**config.mk**
```make
export PLATFORM = sky130hd
export DESIGN_NAME = acc_alu_seq
export DESIGN_NICKNAME = d
export VERILOG_FILES = /design/src/rtl/acc_alu_seq.sv
export SDC_FILE = /design/constraint.sdc
export NUM_CORES = 1
export LEC_CHECK = 0
export ABC_AREA = 1
export CAP_MARGIN = 30
export CORE_MARGIN = 3
export CORE_UTILIZATION = 35
export CTS_BUF_LIST = sky130_fd_sc_hd__clkbuf_8 sky130_fd_sc_hd__clkbuf_16
export DETAILED_ROUTE_END_ITERATION = 8
export HOLD_SLACK_MARGIN = 0.08
export PLACE_DENSITY = 0.65
export SLEW_MARGIN = 40
export SYNTH_ARGS = -nofsm -noshare
export SYNTH_HDL_FRONTEND = slang
export SYNTH_SLANG_ARGS = --single-unit
```
**constraint.sdc**
```tcl
create_clock -name clk -period 2.9 [get_ports clk]
set_input_delay 0.29 -clock clk [delete_from_list [all_inputs] [get_ports clk]]
set_output_delay 0.29 -clock clk [all_outputs]
set_load 0.05 [all_outputs]
```
**src/rtl/acc_alu_seq.sv**
```systemverilog
// Accumulator/extend-flag ALU: one register-reference op per valid/ready handshake.
// Rotates through E run one bit per cycle in the SHIFT state.
module acc_alu_seq #(
    parameter int N     = 16,
    parameter int INP_W = 8,
    parameter int SH_W  = 5
) (
    input  logic             clk,
    input  logic             rst,
    input  logic             op_valid,
    output logic             op_ready,
    input  logic [3:0]       op_code,
    input  logic [N-1:0]     dr,
    input  logic [INP_W-1:0] inp,
    input  logic [SH_W-1:0]  shamt,
    output logic [N-1:0]     ac,
    output logic             e,
    output logic             zero,
    output logic             neg,
    output logic             done,
    output logic             illegal
);
    // state | meaning
    // IDLE  | accepting ops; single-cycle ops complete here
    // SHIFT | rotating {AC,E} one bit per cycle until cnt reaches 1
    typedef enum logic {IDLE, SHIFT} state_t;

    localparam logic [3:0] OP_NOP = 4'd0,  OP_AND = 4'd1,  OP_ADD = 4'd2,  OP_LDA = 4'd3;
    localparam logic [3:0] OP_INP = 4'd4,  OP_CMA = 4'd5,  OP_CIR = 4'd6,  OP_CIL = 4'd7;
    localparam logic [3:0] OP_CLA = 4'd8,  OP_CLE = 4'd9,  OP_CME = 4'd10, OP_INC = 4'd11;
    localparam logic [3:0] OP_ADC = 4'd12, OP_SUB = 4'd13;

    state_t          state;
    logic [SH_W-1:0] cnt;
    logic            dir_left;
    logic            accept;
    logic [N:0]      sum_add;
    logic [N:0]      sum_adc;
    logic [N:0]      sum_sub;

    assign op_ready = (state == IDLE);
    assign accept   = op_valid & op_ready;
    assign zero     = (ac == '0);
    assign neg      = ac[N-1];

    // Carry out lands in bit N and becomes the new E.
    assign sum_add = {1'b0, ac} + {1'b0, dr};
    assign sum_adc = sum_add + {{N{1'b0}}, e};
    assign sum_sub = {1'b0, ac} + {1'b0, ~dr} + {{N{1'b0}}, 1'b1};

    always_ff @(posedge clk) begin
        if (rst) begin
            ac       <= '0;
            e        <= 1'b0;
            state    <= IDLE;
            cnt      <= '0;
            dir_left <= 1'b0;
            done     <= 1'b0;
            illegal  <= 1'b0;
        end else begin
            done    <= 1'b0;
            illegal <= 1'b0;
            case (state)
                IDLE: begin
                    if (accept) begin
                        done <= 1'b1;
                        case (op_code)
                            OP_NOP: ;
                            OP_AND: ac <= ac & dr;
                            OP_ADD: {e, ac} <= sum_add;
                            OP_LDA: ac <= dr;
                            OP_INP: ac[INP_W-1:0] <= inp;
                            OP_CMA: ac <= ~ac;
                            OP_CIR, OP_CIL: begin
                                if (shamt != '0) begin
                                    done     <= 1'b0;
                                    cnt      <= shamt;
                                    dir_left <= (op_code == OP_CIL);
                                    state    <= SHIFT;
                                end
                            end
                            OP_CLA: ac <= '0;
                            OP_CLE: e <= 1'b0;
                            OP_CME: e <= ~e;
                            OP_INC: ac <= ac + N'(1);
                            OP_ADC: {e, ac} <= sum_adc;
                            OP_SUB: {e, ac} <= sum_sub;
                            default: illegal <= 1'b1;
                        endcase
                    end
                end
                SHIFT: begin
                    if (dir_left) begin
                        ac <= {ac[N-2:0], e};
                        e  <= ac[N-1];
                    end else begin
                        ac <= {e, ac[N-1:1]};
                        e  <= ac[0];
                    end
                    cnt <= cnt - SH_W'(1);
                    if (cnt == SH_W'(1)) begin
                        state <= IDLE;
                        done  <= 1'b1;
                    end
                end
                default: state <= IDLE;
            endcase
        end
    end
endmodule

```
==> results.yml <==
layout:
  fill_cells: 1480
  n_antenna_cell: 0
  stdcell_area_um2: 6254
  area_delta_synth_final_pct: 25.20
  fin_nets: 1040
  drive_gt1_share_pct: 15.99
worst_setup_path:
  end_kind: "primary output"
  cp.arrival_ps: 2450
  critPathKind: "reg -> out"
  cp_data_required_time_ps: 2610
  worstSetupStartpointType: "flip-flop"
  cpMaxStageDelayCell: "clkdlybuf4s50_1"
  critPathMaxStageDelay_ps: 880
  worstPathMaxFanout: 9
  crit_chain: "inv_1 -> ha_1 -> nand4_1 -> nor4_1 -> clkdlybuf4s50_1"
job:
  drv_cap: 0
sta:
  finalSetupTns_ps: 0
  setup_ws_ps: 158.3
  finalSetupViolCount: 0
  worst_slew_pin_slew_ps: 550.4
  finalCritPeriodShare_pct: 94.54
  slew_violations: 0
  fin_skew_ps: 7.961
  final_hold_viol_count: 0
  rsz0062_at_grt: "true"
  max-slew-margin-rel_pct: 63.27
  max_freq_mhz: 364.7
  period_needed_ps: 2742
hold_path:
  hold_path.class: "reg -> reg"
clock_tree:
  post-cts-setup-buffers: 0
  cts_buffers: 3
  cts_sinks: 26
  h-tree-depth: 1
  cts_tree: "yes"
  clk_pin_slew_worst_paths_ps: 80
  root_buffer: "clkbuf_16"
  ctsLongestPathBuffers: 2
  insertion_delay_ps: 280
grt:
  grt.overflow.total: 0
  grt_start_max_net_pins: 30
  track_usage_pct: 22.95
  grt_antenna_before_repair: 0
  grt_pass1_wl_um: 29570
  first_global_vias: 5744
power_and_ir_drop:
  total_power_mw: 2.363
  p_per_area_nw_per_um2: 377.8
  ir_worst_vdd_mv: 0.2317
  leakagePower_nw: 2.936
routing:
  detail_route.wl_per_cell_um: 16.30
  vias: 6135
  firstDrtPassIters: 5
  ant_nets: 0
  wirelength_um: 18630
  drt_iter0_markers: 609
  drc: 0
  vias_per_cell: 5.367
synthesis:
  ys_ff_latch: 26
  ys.flop_type: "dfxtp_1"
  netlist_area_um2: 4995
  ys_seq_area_share_pct: 10.42
  syn_inst: 863
  synth_area_per_cell_um2: 5.788
  synth_cell_types: 52
  async_reset_ff_share_pct: 0
  synth_warnings: 0
  synth_enable_flop_cells: 0
  syn-num-nets: 939
floorplan:
  die_area_um2: 15740
  die_y_um: 125.5
  ioPinCount: 58
  chipWidth_um: 125.5
  rows: 43
  start_util_pct: 35.84
  core_area_um2: 13930
place:
  place_area_um2: 6093
  gp_congestion: 0.9632
  pre_cts_slack_ps: -92.44
  placement.io_buffers: 57
  dpl.hpwl_um: 14780
outcome:
  status: "finished, final reports clean"
-- through the flow --
step                hold slack (ps)  cells  util [%]
floorplan                     359.1    863         -
global placement              517.0   1139     43.73
detailed placement            513.7   1139     43.73
CTS                           528.1   1143     44.48
global route                  577.9   1143     44.88
finish                        526.1   1143     44.88
-- final timing paths --
path / startpoint / to / slack, ps / cells past startpoint
hold / removal: cnt[1]$_SDFFE_PP0P_ / cnt[1]$_SDFFE_PP0P_ / 530 / 2
hold reg to reg: cnt[1]$_SDFFE_PP0P_ / cnt[1]$_SDFFE_PP0P_ / 530 / 2
setup / recovery: ac[1]$_SDFFE_PP0P_ / zero / 160 / 5
setup reg to reg: ac[0]$_SDFFE_PP0P_ / ac[12]$_SDFFE_PP0P_ / 290 / 18
-- layer usage --
layer	vias up	wire length, um	global-route usage [%]	part of all wire, %
li1	3088	-	-	-
met1	2755	8480	31.64	46
met2	250	8429	37.32	45
met3	42	1169	1.623	6.3
met4	0	553	8.992	3.0
met5	-	0	0	0
-- logic make-up (layout without fill, tap and decap cells) --
kind of cell | count (synthesis) | count (layout) | share of synthesized area (%)
and+or+nand+nor | 397 | 397 | 37.95
xor gates and xnor gates | 2 | 2 | 0.3508
adders and majority gates | 40 | 40 | 10.32
muxes | 1 | 1 | 0.2004
AOI/OAI and AO/OA | 228 | 228 | 25.78
buffers and inverters | 169 | 269 | 14.98
DFF | 26 | 26 | 10.42
-- cells in the mapped netlist, types with 10 or more instances --
library cell	instances	share of area, %
ha_1	38	9.5
nand4_1	19	2.4
dfxtp_1	26	10
a21oi_1	82	8.2
o21ai_0	87	8.7
o22ai_1	10	1.3
clkbuf_1	11	0.83
nand2_2	18	2.3
nand2_1	168	13
nand3_1	77	7.7
nor2_1	75	5.6
inv_1	126	9.5
-- cell type report --
cell class	instances	area (um2)	area share, %
Multi-Input combinational cell	668	3776	60.38
Inverter	138	525.5	8.403
Sequential cell	26	523.0	8.363
Tap cell	180	225.2	3.601
Timing Repair Buffer	127	1099	17.57
Clock inverter	1	30.03	0.4802
Clock buffer	3	75.07	1.200
-- where the power goes --
group,internal [mW],total (mW),switching (mW)
sequential,0.390,0.434,0.0444
clock,0.276,0.441,0.164
combinational,0.542,1.49,0.945
total,1.21,2.36,1.15
-- state kept, by name, summed over array words and instances, names as in the netlist --
| signal | cells |
|---|---|
| illegal | 1 |
| cnt | 5 |
| done | 1 |
| ac | 16 |
| state | 1 |
| dir_left | 1 |
| e | 1 |
-- placed cells by master, fill, tap and decap left out, types with 3 or more instances in the layout --
master	n
nand2_1	163
inv_1	126
o21ai_0	85
a21oi_1	82
nand3_1	76
nor2_1	72
buf_4	70
clkdlybuf4s50_1	56
ha_1	32
dfxtp_1	24
nand2_2	23
nand4_1	19
o22ai_1	10
o21ai_1	9
nor2_2	9
inv_2	8
nor3_1	8
a31oi_1	7
nand3_2	6
nor2_4	6
o211ai_1	6
ha_2	6
a221oi_1	5
o31ai_1	5
nand2_4	4
o21bai_1	4
o2111ai_1	3
inv_4	3
clkbuf_16	3
-- repair_timing --
action                                  in CTS  in global routing
resized for setup                            0                 21
endpoints found under the setup margin       0                  7
hold buffers                                 0                  0
-- critical path: cells and delay by family (launching register included) --
kind	cells	cell delay [ps]
buffers and inverters	2	1060
adder cells (fa/ha/maj)	1	200
flip-flops	1	430
AND/OR/NAND/NOR	2	470
Power figures use the tool's default switching activity.
==> edit: new RTL, same settings <==
Set the parameter `SH_W` to 10 (it was 5).
--- a/src/rtl/acc_alu_seq.sv
+++ b/src/rtl/acc_alu_seq.sv
@@ -5,3 +5,3 @@
     parameter int INP_W = 8,
-    parameter int SH_W  = 5
+    parameter int SH_W  = 10
 ) (
Ports: changed (resized shamt); port bits go from 58 to 63. No check against the original RTL was run, so the function may have changed too.
==> edit against the original RTL <==
  * Final area up 5.9%
  * Fmax down 0.38%
  * Sequential share of layout area up 1.0 points
  * Sequential cell count up 5
  * Clock skew about the same
  * Worst setup slack worse by 0.011 ns
  * Power up 6.4%
  * First-iteration DRC count up 27%
  * Routed wire length up 9.8%
  * Register-to-register slack worse by 0.10 ns
  * Synthesized area up 2.7%
==> edit: results <==
group,metric,value,unit
outcome,status,"finished, final reports clean",
drt,routed_via_density,5.43,
finish,diodes,0,
yosys,synthFlopType,"dfxtp_1",
power_and_ir_drop,ir_worst_vdd,239,uV
min_path,min_path_type,"reg -> reg",
place,dp_hpwl,16800,um
worst_setup_path,critPathArrivalTime,2.46,ns
place,routabilityCongestion,1.06,
finish,nonClockInverterCount,154,
place,place_ws,-0.0826,ns
finish,num-fill-cells,1516,
global_routing,grt_pass1_wl,32000,um
global_routing,grt_max_degree,36,
clock_tree,path_clk_slew,0.05,ns
place,io_buffer_count,62,
power_and_ir_drop,p_seq_share,20.3,%
worst_setup_path,crit_slowest_cell,"clkdlybuf4s50_1",
yosys,synth.net_count,1013,
clock_tree,cts_sinks,31,
finish,nNetsFinal,1132,
yosys,syn_inst,932,
global_routing,grt_pass1_vias,6102,
power_and_ir_drop,swShare,47.4,%
place,placed_cell_area,6400,um2
power_and_ir_drop,p_leak,3.26,nW
drt,wire_per_inst,16.6,um
yosys,synth.distinct_cells,45,
clock_tree,cts_inserted_buffers,5,
finish,multi_input_cells,722,
clock_tree,cts_buffer_depth,2,
drt,drt_iter0_drc,771,
worst_setup_path,regToRegStartpoint,"ac[0]",
power_and_ir_drop,total_power,2.51,mW
finish,seq-cell-share,9.41,%
power_and_ir_drop,comb-power,1.49,mW
drt,ant_nets,0,
yosys,synthArstFlopShare,0,%
finish,multi_input_comb_area,3870,um2
finish,reg_top3,"ac (16), cnt (10)",
yosys,synth_common_cells,"nand2_1, inv_1, nor2_1, nand3_1, o21ai_0",
drt,via_count,6694,
sta,tightest_slew,0.626,ns
place,dp.cells,1224,
finish,clock_cell_area_share,2.12,%
worst_setup_path,path_max_fanout,6,
min_path,hold_start,"cnt[0]",
power_and_ir_drop,p_per_area,379,nW/um2
global_routing,grt_usage,24.7,%
clock_tree,htreeDepth,2,
yosys,yosys_warnings,0,
finish,nonClkBufAreaFrac,17.9,%
finish,drive_gt1_share,12.5,%
finish,signal_buffers,137,
yosys,ys_top_cells_by_area,"nand2_1, dfxtp_1, inv_1",
yosys,synth-seq-area-share,12.1,%
drt,dr.pass1.iters,6,
sta,skew,0.00759,ns
[edit: routing by layer]
| metal | vias to the layer above | wire [um] | track usage (%) |
|---|---|---|---|
| li1 | 3342 | - | - |
| met1 | 2979 | 8950 | 34.0 |
| met2 | 319 | 8900 | 39.1 |
| met3 | 54 | 1800 | 3.64 |
| met4 | 0 | 815 | 8.77 |
| met5 | - | 0 | 0 |
[edit: worst paths after layout]
check | endpoint | slack, ns | cells after the start
setup / recovery | zero | 0.15 | 6
hold reg to reg | cnt[0] | 0.53 | 2
hold / removal | cnt[0] | 0.53 | 2
setup reg to reg | ac[11] | 0.19 | 15
[edit: logic make-up after synthesis]
kind of cell / share of synthesized area, %
DFF: 12.1
and+or+nand+nor: 37.7
xor gates and xnor gates: 0.854
AOI/OAI and AO/OA: 25.3
buffers and inverters: 14.0
adders and majority gates: 10.0
